### config.mk
export PLATFORM = sky130hd
export DESIGN_NAME = alu_flags_unit
export DESIGN_NICKNAME = d
export VERILOG_FILES = /design/src/rtl/alu_flags_pkg.sv /design/src/rtl/alu_flags_stack.sv /design/src/rtl/alu_flags_unit.sv
export SDC_FILE = /design/constraint.sdc
export NUM_CORES = 1
export LEC_CHECK = 0
export ABC_AREA = 1
export CAP_MARGIN = 0
export CELL_PAD_IN_SITES_DETAIL_PLACEMENT = 1
export CELL_PAD_IN_SITES_GLOBAL_PLACEMENT = 2
export CORE_ASPECT_RATIO = 1.1
export CORE_UTILIZATION = 25
export CTS_CLUSTER_DIAMETER = 120
export CTS_CLUSTER_SIZE = 20
export DETAILED_ROUTE_END_ITERATION = 8
export PLACE_DENSITY = 0.7
export SYNTH_ARGS = -nofsm -noshare
export SYNTH_HDL_FRONTEND = slang
export SYNTH_SLANG_ARGS = --single-unit
### constraint.sdc
create_clock -name clk -period 2.2 [get_ports clk]
set_input_delay 0.66 -clock clk [delete_from_list [all_inputs] [get_ports clk]]
set_output_delay 0.66 -clock clk [all_outputs]
set_load 0.01 [all_outputs]
### src/rtl/alu_flags_pkg.sv
// -----------------------------------------------------------------------------
// alu_flags_pkg
// Shared definitions for the ALU condition-flag unit: flag bit indices, the
// flag word type, the write mask that keeps the parity bit at zero when
// parity support is compiled out, and the control request bundle.
//
// Configuration macro: FLAGS_PARITY_EN (enables flag bit 7 = even parity).
// -----------------------------------------------------------------------------
package alu_flags_pkg;

    localparam int FLAG_W = 8;

    typedef logic [FLAG_W-1:0] flag_word_t;

    localparam int FLG_Z  = 0;
    localparam int FLG_C  = 1;
    localparam int FLG_EQ = 2;
    localparam int FLG_LT = 3;
    localparam int FLG_GT = 4;
    localparam int FLG_N  = 5;
    localparam int FLG_V  = 6;
    localparam int FLG_P  = 7;

    // Applied to every value written into the flags register so the parity
    // bit can never become 1 when the feature is absent (ld and pop included).
`ifdef FLAGS_PARITY_EN
    localparam flag_word_t FLAG_WR_MASK = 8'hFF;
`else
    localparam flag_word_t FLAG_WR_MASK = 8'h7F;
`endif

    // Per-cycle register control request.
    typedef struct packed {
        logic push;
        logic pop;
        logic ld;
        logic upd;
        logic err_clr;
    } flag_req_t;

endpackage

### src/rtl/alu_flags_stack.sv
// -----------------------------------------------------------------------------
// alu_flags_stack
// STACK_DEPTH x 8-bit LIFO for saving/restoring the flag word.
//
// Ports:
//   clk, rst_n  - clock, async active-low reset (clears occupancy only)
//   push, pop   - save wdata / drop top; both together is a no-op
//   wdata       - word to save on push
//   rdata       - current top of stack (zero when empty)
//   depth       - occupancy, never wraps
//   full, empty - occupancy == STACK_DEPTH / occupancy == 0
// -----------------------------------------------------------------------------
module alu_flags_stack
    import alu_flags_pkg::*;
#(
    parameter int STACK_DEPTH = 4,
    parameter int PTR_W       = $clog2(STACK_DEPTH + 1)
) (
    input  logic             clk,
    input  logic             rst_n,
    input  logic             push,
    input  logic             pop,
    input  flag_word_t       wdata,
    output flag_word_t       rdata,
    output logic [PTR_W-1:0] depth,
    output logic             full,
    output logic             empty
);

    localparam int IDX_W = (STACK_DEPTH > 1) ? $clog2(STACK_DEPTH) : 1;
    localparam logic [PTR_W-1:0] DEPTH_MAX = PTR_W'(STACK_DEPTH);

    flag_word_t       mem [STACK_DEPTH];
    logic [PTR_W-1:0] depth_q;
    logic [IDX_W-1:0] wr_idx;
    logic [IDX_W-1:0] rd_idx;
    logic             do_push;
    logic             do_pop;

    // Simultaneous push+pop cancels: the pushed word would just be popped.
    assign do_push = push & ~pop & ~full;
    assign do_pop  = pop & ~push & ~empty;

    assign wr_idx = IDX_W'(depth_q);
    assign rd_idx = IDX_W'(depth_q - 1'b1);

    assign depth = depth_q;
    assign full  = (depth_q == DEPTH_MAX);
    assign empty = (depth_q == '0);
    assign rdata = empty ? '0 : mem[rd_idx];

    always_ff @(posedge clk or negedge rst_n) begin
        if (!rst_n) begin
            depth_q <= '0;
        end else if (do_push) begin
            depth_q <= depth_q + 1'b1;
        end else if (do_pop) begin
            depth_q <= depth_q - 1'b1;
        end
    end

    // Storage needs no reset: entries above depth are never read.
    always_ff @(posedge clk) begin
        if (do_push) begin
            mem[wr_idx] <= wdata;
        end
    end

endmodule

### src/rtl/alu_flags_unit.sv
// -----------------------------------------------------------------------------
// alu_flags_unit
// Decodes eight condition flags from an ALU result and its active-low carry
// chain, and keeps them in a status register with masked update, software
// load, a save/restore stack and a sticky stack-error bit.
//
// Configuration macro: FLAGS_PARITY_EN (flag bit 7 = even parity of f;
// otherwise bit 7 is always 0).
//
// Ports:
//   clk, rst_n          - clock, async active-low reset
//   f, a_b, cn_n,
//   cout_n, a_msb, b_msb - ALU result and side signals to decode
//   upd, upd_mask       - masked latch of decoded flags
//   ld, ld_data         - software load of the flags register
//   push, pop           - save / restore flags via the stack
//   err_clr             - clears the sticky err bit
//   flags               - registered status flags
//   flags_dec           - combinational decode of the current inputs
//   depth, full, empty  - stack occupancy status
//   err                 - sticky stack overflow/underflow
// -----------------------------------------------------------------------------
module alu_flags_unit
    import alu_flags_pkg::*;
#(
    parameter int WIDTH       = 8,
    parameter int STACK_DEPTH = 4,
    parameter int PTR_W       = $clog2(STACK_DEPTH + 1)
) (
    input  logic             clk,
    input  logic             rst_n,
    input  logic [WIDTH-1:0] f,
    input  logic             a_b,
    input  logic             cn_n,
    input  logic             cout_n,
    input  logic             a_msb,
    input  logic             b_msb,
    input  logic             upd,
    input  logic [7:0]       upd_mask,
    input  logic             ld,
    input  logic [7:0]       ld_data,
    input  logic             push,
    input  logic             pop,
    output logic [7:0]       flags,
    output logic [7:0]       flags_dec,
    output logic [PTR_W-1:0] depth,
    output logic             full,
    output logic             empty,
    output logic             err,
    input  logic             err_clr
);

    flag_req_t  req;
    flag_word_t dec;
    flag_word_t flags_q;
    flag_word_t flags_nxt;
    flag_word_t stk_top;
    logic       restore;
    logic       new_err;
    logic       err_q;

    assign req = '{push: push, pop: pop, ld: ld, upd: upd, err_clr: err_clr};

    // ---------------- flag decode ----------------
    always_comb begin
        dec         = '0;
        dec[FLG_Z]  = ~|f;
        dec[FLG_C]  = ~cout_n;
        dec[FLG_EQ] = a_b;
        dec[FLG_LT] = ~cn_n & cout_n;
        dec[FLG_GT] = cn_n & ~cout_n;
        dec[FLG_N]  = f[WIDTH-1];
        // Overflow: operands agree in sign but the result does not.
        dec[FLG_V]  = (a_msb == b_msb) & (f[WIDTH-1] != a_msb);
`ifdef FLAGS_PARITY_EN
        dec[FLG_P]  = ~^f;
`endif
    end

    assign flags_dec = dec;

    // ---------------- stack ----------------
    alu_flags_stack #(
        .STACK_DEPTH (STACK_DEPTH),
        .PTR_W       (PTR_W)
    ) u_stack (
        .clk   (clk),
        .rst_n (rst_n),
        .push  (req.push),
        .pop   (req.pop),
        .wdata (flags_q),
        .rdata (stk_top),
        .depth (depth),
        .full  (full),
        .empty (empty)
    );

    // A pop with data available restores even when paired with push; the
    // stack itself treats that pair as a no-op, so the top is reloaded.
    assign restore = req.pop & ~empty;

    always_comb begin
        flags_nxt = flags_q;
        if (restore) begin
            flags_nxt = stk_top;
        end else if (req.ld) begin
            flags_nxt = ld_data;
        end else if (req.upd) begin
            flags_nxt = (flags_q & ~upd_mask) | (dec & upd_mask);
        end
        flags_nxt = flags_nxt & FLAG_WR_MASK;
    end

    // Errors only on an unpaired push/pop against a full/empty stack.
    assign new_err = (req.push & ~req.pop & full) | (req.pop & ~req.push & empty);

    always_ff @(posedge clk or negedge rst_n) begin
        if (!rst_n) begin
            flags_q <= '0;
            err_q   <= 1'b0;
        end else begin
            flags_q <= flags_nxt;
            if (new_err) begin
                err_q <= 1'b1;
            end else if (req.err_clr) begin
                err_q <= 1'b0;
            end
        end
    end

    assign flags = flags_q;
    assign err   = err_q;

endmodule

### Yosys cells after proc, flatten, opt, wreduce, memory -nomap -nowiden

Memories as Yosys holds them, arrays and structs flattened.
Cells that the tools add are included.

| storage, ports and cells | value |
|---|---|
| word-level logic and storage cells | 46 |
| output and inout port bits | 22 |
| memory bits (writable) | 28 |
| register bits after elaboration | 11 |
| bits of input ports | 36 |
| memories | 1 |

Memory list:

| name | depth | width | read ports | clocked after memory_dff | wr ports | RTL line | text |
|---|---|---|---|---|---|---|---|
| u_stack.mem | 4 | 7 | 1 | 0 | 1 | alu_flags_stack.sv:33 | `flag_word_t mem [STACK_DEPTH];` |

| cells by class | value |
|---|---|
| equality and inequality tests | 3 |
| add/subtract/negate cells | 2 |
| reduce and logical (&&, ||, !) cells | 6 |
| mux-type cells | 10 |
| bitwise operators | 21 |

Operator list:

| operator | number |
|---|---|
| 7-bit 2-to-1 mux | 4 |
| 7-bit AND | 2 |
| 1-bit AND | 10 |
| 8-bit OR reduction | 1 |
| 7-bit NOT | 1 |
| 7-bit OR | 1 |
| 3-bit 2-to-1 mux | 2 |
| 1-bit NOT | 6 |
| 1-bit 2-to-1 mux | 4 |
| 2-bit nonzero test | 2 |
| 3-bit by 1-bit adder with 3-bit output (second input constant) | 1 |
| 3-bit == test (second input constant) | 1 |
| 3-bit zero test | 1 |
| 3-bit nonzero test | 1 |
| 3-bit by 1-bit subtractor with 3-bit output (second input constant) | 1 |
| 1-bit == test | 1 |
| 1-bit zero test | 1 |
| 1-bit != test | 1 |
| 1-bit OR | 1 |

### Depth between registers and ports, before layout

Gate-level depths: netlist (run 1).

| logic depth | value |
|---|---|
| depth in word-level cells | 7 |
| gate-level depth with buffers | 11 |
| mapped depth without buffers | 9 |

### Cells and area by module

A second synthesis (run 1) with hierarchy kept.

| unflattened totals | value |
|---|---|
| cells, all modules | 256 |
| area, all modules | 2298.5 µm² |

Modules (own cells, without submodules):

| module | sequential area each (µm²) | times used | area each (µm²) | cells each |
|---|---|---|---|---|
| alu_flags_stack | 1036.0 | 1 | 1592.8 | 145 |
| alu_flags_unit | 200.2 | 1 | 705.7 | 111 |

### Worst setup path after synthesis (run 1)

OpenSTA, ideal clock, no wires.

| timing path | value |
|---|---|
| path kind | flip-flop to flip-flop |
| start point | reg u_stack.depth_q[0] (netlist: u_stack.depth[0]) |
| end point | mem u_stack.mem[1][0] (netlist bit) (enable) |
| slack | 0.335 ns |
| period minus slack after synthesis | 1.865 ns |
| arrival | 1.504 ns |
| cell stages (with the launch flop) | 8 |
| data required time | 1.840 ns |
| library setup time | 0.360 ns |
| cells stage by stage | dfrtp_1 > buf_6 > inv_4 > buf_6 > ha_1 > nand2_2 > nand3_2 > nor2_1 |

| on the way | value |
|---|---|
| cells in the longest elaborated chain, start to end | 5 |

Ends and longest elaborated chain:

| item | RTL line | text |
|---|---|---|
| start, declared | alu_flags_stack.sv:34 | `logic [PTR_W-1:0] depth_q;` |
| start signal, assigned | alu_flags_stack.sv:56 | `depth_q <= depth_q + 1'b1;` |
| start signal, assigned | alu_flags_stack.sv:58 | `depth_q <= depth_q - 1'b1;` |
| 3-bit == test | alu_flags_stack.sv:48 | `assign full = (depth_q == DEPTH_MAX);` |
| 1-bit NOT | alu_flags_stack.sv:41 | `assign do_push = push & ~pop & ~full;` |
| 1-bit AND | alu_flags_stack.sv:41 |  |
| 1-bit 2-to-1 mux | alu_flags_stack.sv:64 | `if (do_push) begin` |
| 1-bit 2-to-1 mux (implied by the code) | alu_flags_stack.sv:65 | `mem[wr_idx] <= wdata;` |
| end, declared | alu_flags_stack.sv:33 |  |

Several ways; a longest one is shown, not always the timed one.

### Worst setup path after layout (run 1)

| timing path | value |
|---|---|
| start point | in f[0] |
| end point | out flags_dec[0] |

| on the way | value |
|---|---|
| cells in the longest elaborated chain, start to end | 2 |

Ends and longest elaborated chain:

| item | RTL line | text |
|---|---|---|
| start, declared | alu_flags_unit.sv:32 | `input logic [WIDTH-1:0] f,` |
| 8-bit OR reduction | alu_flags_unit.sv:67 | `dec[FLG_Z] = ~\|f;` |
| 1-bit zero test | alu_flags_unit.sv:67 |  |
| end, declared | alu_flags_unit.sv:45 | `output logic [7:0] flags_dec,` |

No other way between the ends.

==> results_tabular.tex, run 1 <==
\begin{tabular}{lr}
\hline
Metric & Value \\
\hline
\multicolumn{2}{l}{\textbf{Run status}} \\
Run status & complete, no violations \\
\multicolumn{2}{l}{\textbf{Yosys}} \\
Post-synth top area cell & edfxtp\_1 \\
Synth Flop Type & edfxtp\_1 \\
Synth area leaders & edfxtp\_1 42\%, dfrtp\_1 14\%, nand2\_1 11\% \\
Avg Synthesized Cell Area & 9.38 µm² \\
Area fraction of the dominant cell type after synthesis & 42.3\% \\
Synth cell count leaders & 57 x nand2\_1, 28 x edfxtp\_1, 28 x nand3\_1 \\
Number of enable flip-flop cells after synthesis & 28 \\
Yosys warns & 0 \\
Netlist area before placement & 1990 µm² \\
Yosys reg bits & 39 \\
Sequential element share of the synthesized area & 56.1\% \\
Post-Synthesis Cells & 212 \\
Library cell with the highest instance count after synthesis & nand2\_1 \\
Async set-or-reset flop fraction in the synthesized netlist & 28.2\% \\
Number of distinct standard cells referenced by the synthesized netlist & 30 \\
\multicolumn{2}{l}{\textbf{Setup path}} \\
Critical path peak fanout & 2 \\
Worst reg2reg path startpoint & u\_stack.depth[0]\$\_DFFE\_PN0P\_ \\
Kind of start point of the critical path & primary input \\
Reg2Reg Depth & 9 \\
Setup CP Type & primary input to primary output \\
Register-to-Register Setup Slack & 0.53 ns \\
Critical path arrival & 1.47 ns \\
Worst R2R End & u\_stack.depth[1]\$\_DFFE\_PN0P\_ \\
Required arrival time at the worst endpoint & 1.54 ns \\
Crit end category & primary output \\
\multicolumn{2}{l}{\textbf{STA}} \\
Post-route fraction of the period consumed by the critical path & 96.9\% \\
Time the final worst path needs with I/O delays and setup & 2.13 ns \\
Final TNS setup & 0 ns \\
Fmax achieved & 469 MHz \\
Final slew viol count & 0 \\
Fin Clk Skew & 0.00483 ns \\
Total count of hold-check failures in the final report & 0 \\
Final setup fails & 0 \\
\multicolumn{2}{l}{\textbf{Clock network}} \\
Clock sink count & 39 \\
Clock slew seen by the registers of the worst setup and hold paths & 0.07 ns \\
Total clock buffers created by CTS & 5 \\
CTS Root Buffer Type & clkbuf\_8 \\
TritonCTS clock tree & built \\
Clock Tree Buf Depth & 2 \\
H-tree depth reported by CTS & 2 \\
Clk Latency, worst-skew pair & 0.29 ns \\
Quantity of hold-fixing buffers added after cts & 0 \\
\multicolumn{2}{l}{\textbf{Global routing}} \\
Number of global-route vias before repair & 1,664 \\
First-pass GRT wire length & 8310 µm \\
GRT Overall Usage & 13.3\% \\
Antenna violations before repair & 0 \\
Maximum number of pins on one net before global-route repair & 19 \\
Grt ovf & 0 \\
\multicolumn{2}{l}{\textbf{Power and ir drop}} \\
Areal power density over the cells & 1110 nW/µm² \\
Static power due to leakage & 1.25 nW \\
Peak supply drop & 0.327 mV \\
\multicolumn{2}{l}{\textbf{Route}} \\
Mean number of vias per cell & 4.20 \\
DRC errors left & 0 \\
Antenna-violating nets left & 0 \\
Final routed wire length divided by cell count & 12.8 µm \\
Number of design-rule violations left by the first detailed-router iteration & 64 \\
Drt first pass iters & 4 \\
Total via count in the routed design & 1,660 \\
Wirelength, routed & 5070 µm \\
\multicolumn{2}{l}{\textbf{Place}} \\
Detailed placer's ending HPWL & 3750 µm \\
Port Buffers & 53 \\
\# placed instances & 381 \\
Routability congestion estimate from global placement & 0.677 \\
\multicolumn{2}{l}{\textbf{Layout}} \\
Share of post-route cells with drive strength above 1 & 18.6\% \\
Area of all sequential standard cells & 1120 µm² \\
Layout overhead on the synthesized area & 44.7\% \\
Count of fill cells added during filler insertion & 913 \\
Final layout net count & 331 \\
Multi-input gate area & 721 µm² \\
Fin cells & 395 \\
Number of inserted diodes & 0 \\
\multicolumn{2}{l}{\textbf{Worst hold path}} \\
Number of instances on the worst hold path & 0 \\
Class of the most critical hold timing path & flop to flop \\
End of the worst hold path & u\_stack.mem[3][1]\$\_DFFE\_PP\_ \\
\multicolumn{2}{l}{\textbf{Die}} \\
I/O pin cnt & 58 \\
Number of placement rows & 33 \\
Height of the die & 95.6 µm \\
Core Area & 7600 µm² \\
Starting Density & 26.2\% \\
Die area & 8320 µm² \\
Horizontal die dimension & 87.1 µm \\
\multicolumn{2}{l}{\textbf{Job}} \\
Max cap viols & 0 \\
\hline
\end{tabular}
-- worst max path at each step --
| stage | startpoint | endpoint | slack (ns) | depth (start not counted) |
|---|---|---|---|---|
| 5_1_grt | f[7] | flags_dec[6] | -0.003 | 6 |
| 3_3_place_gp | f[7] | flags_dec[6] | -0.50 | 5 |
| 3_5_place_dp | f[7] | flags_dec[6] | -0.56 | 5 |
| 6_report | f[0] | flags_dec[0] | 0.07 | 5 |
| 4_1_cts | a_msb | flags_dec[6] | -0.09 | 4 |
| 2_1_floorplan | u_stack.depth[0]$_DFFE_PN0P_ | u_stack.mem[1][0]$_DFFE_PP_ | 0.34 | 7 |
-- critical path, stage by stage --
cell and delay [ns]:
clkdlybuf4s50_1 0.40, nor2_1 0.10, nand2_1 0.08, nor2_2 0.09, buf_2 0.14
-- final cells by class --
cell class,count,area share (%)
sequential,39,38.8
tap,105,4.57
inverter,21,2.83
clock inverter,3,1.35
multi-input combinational,142,25.0
timing repair buffer,80,25.0
clock buffer,5,2.39
-- metrics by stage --
step	utilization (%)	hold WS [ns]	setup WS, ns	instance area [µm²]	power (mW)
floorplan	-	0.364	0.335	1990	2.02
global placement	35.8	0.557	-0.505	2720	2.62
detailed placement	35.8	0.558	-0.557	2720	2.65
CTS	37.6	0.579	-0.0852	2860	3.25
global route	37.9	0.598	-0.00277	2880	3.47
finish	37.9	0.569	0.0683	2880	3.20
-- what timing repair did --
action / 4_1_cts / 5_1_grt
resized for setup: 23 / 5
pin swaps: 1 / 6
endpoints found under the setup margin: 9 / 3
buffers inserted: 5 / 1
-- layer usage --
metal / track usage [%] / vias up / part of all wire [%]
met1: 17.5 / 772 / 45
met4: 4.17 / 0 / 1.2
met5: 0 / - / 0
met3: 2.34 / 6 / 3.9
li1: - / 841 / -
met2: 22.3 / 41 / 49
-- cells in the final DEF (no fill, tap or decap), types with 2 or more instances in the layout --
cell type,count
clkdlybuf4s50_1,41
o21ai_0,8
nor2_2,3
conb_1,2
dfrtp_1,11
a21oi_1,3
nand3_1,28
buf_4,26
inv_1,15
o21ai_1,2
dlymetal6s2s_1,2
dlygate4sd2_1,6
ha_1,6
buf_2,3
edfxtp_1,28
nand2_1,57
clkbuf_8,5
or2_1,2
nor2_1,17
inv_2,5
-- report_power, final --
group          internal, mW  leakage (nW)  switching, mW
clock network         0.332        0.0556          0.247
logic                 0.648         0.808          0.779
registers              1.04         0.388          0.154
total                  2.02          1.25           1.18
-- cell families after synthesis --
| group | count (synthesis) | share of synthesized area, % |
|---|---|---|
| AO/OA/AOI/OAI | 18 | 5.35 |
| XOR/XNOR | 2 | 0.881 |
| adder cells (fa/ha/maj) | 6 | 3.77 |
| buffers and inverters | 32 | 8.81 |
| flip-flops | 39 | 56.1 |
| other | 1 | 0.188 |
| AND/OR/NAND/NOR | 114 | 24.9 |
No activity file was read; power rests on OpenSTA's default activity.
==> run 2: changes to the inputs <==
CTS_CLUSTER_DIAMETER = 60   (was 120)
==> results of run 2 <==
Final layout, timing and power as in run 1 (identical DEF).
==> run 3: changes to the inputs <==
CAP_MARGIN = default   (was 0)
==> results of run 3 <==
Final layout, timing and power as in run 1 (identical DEF).
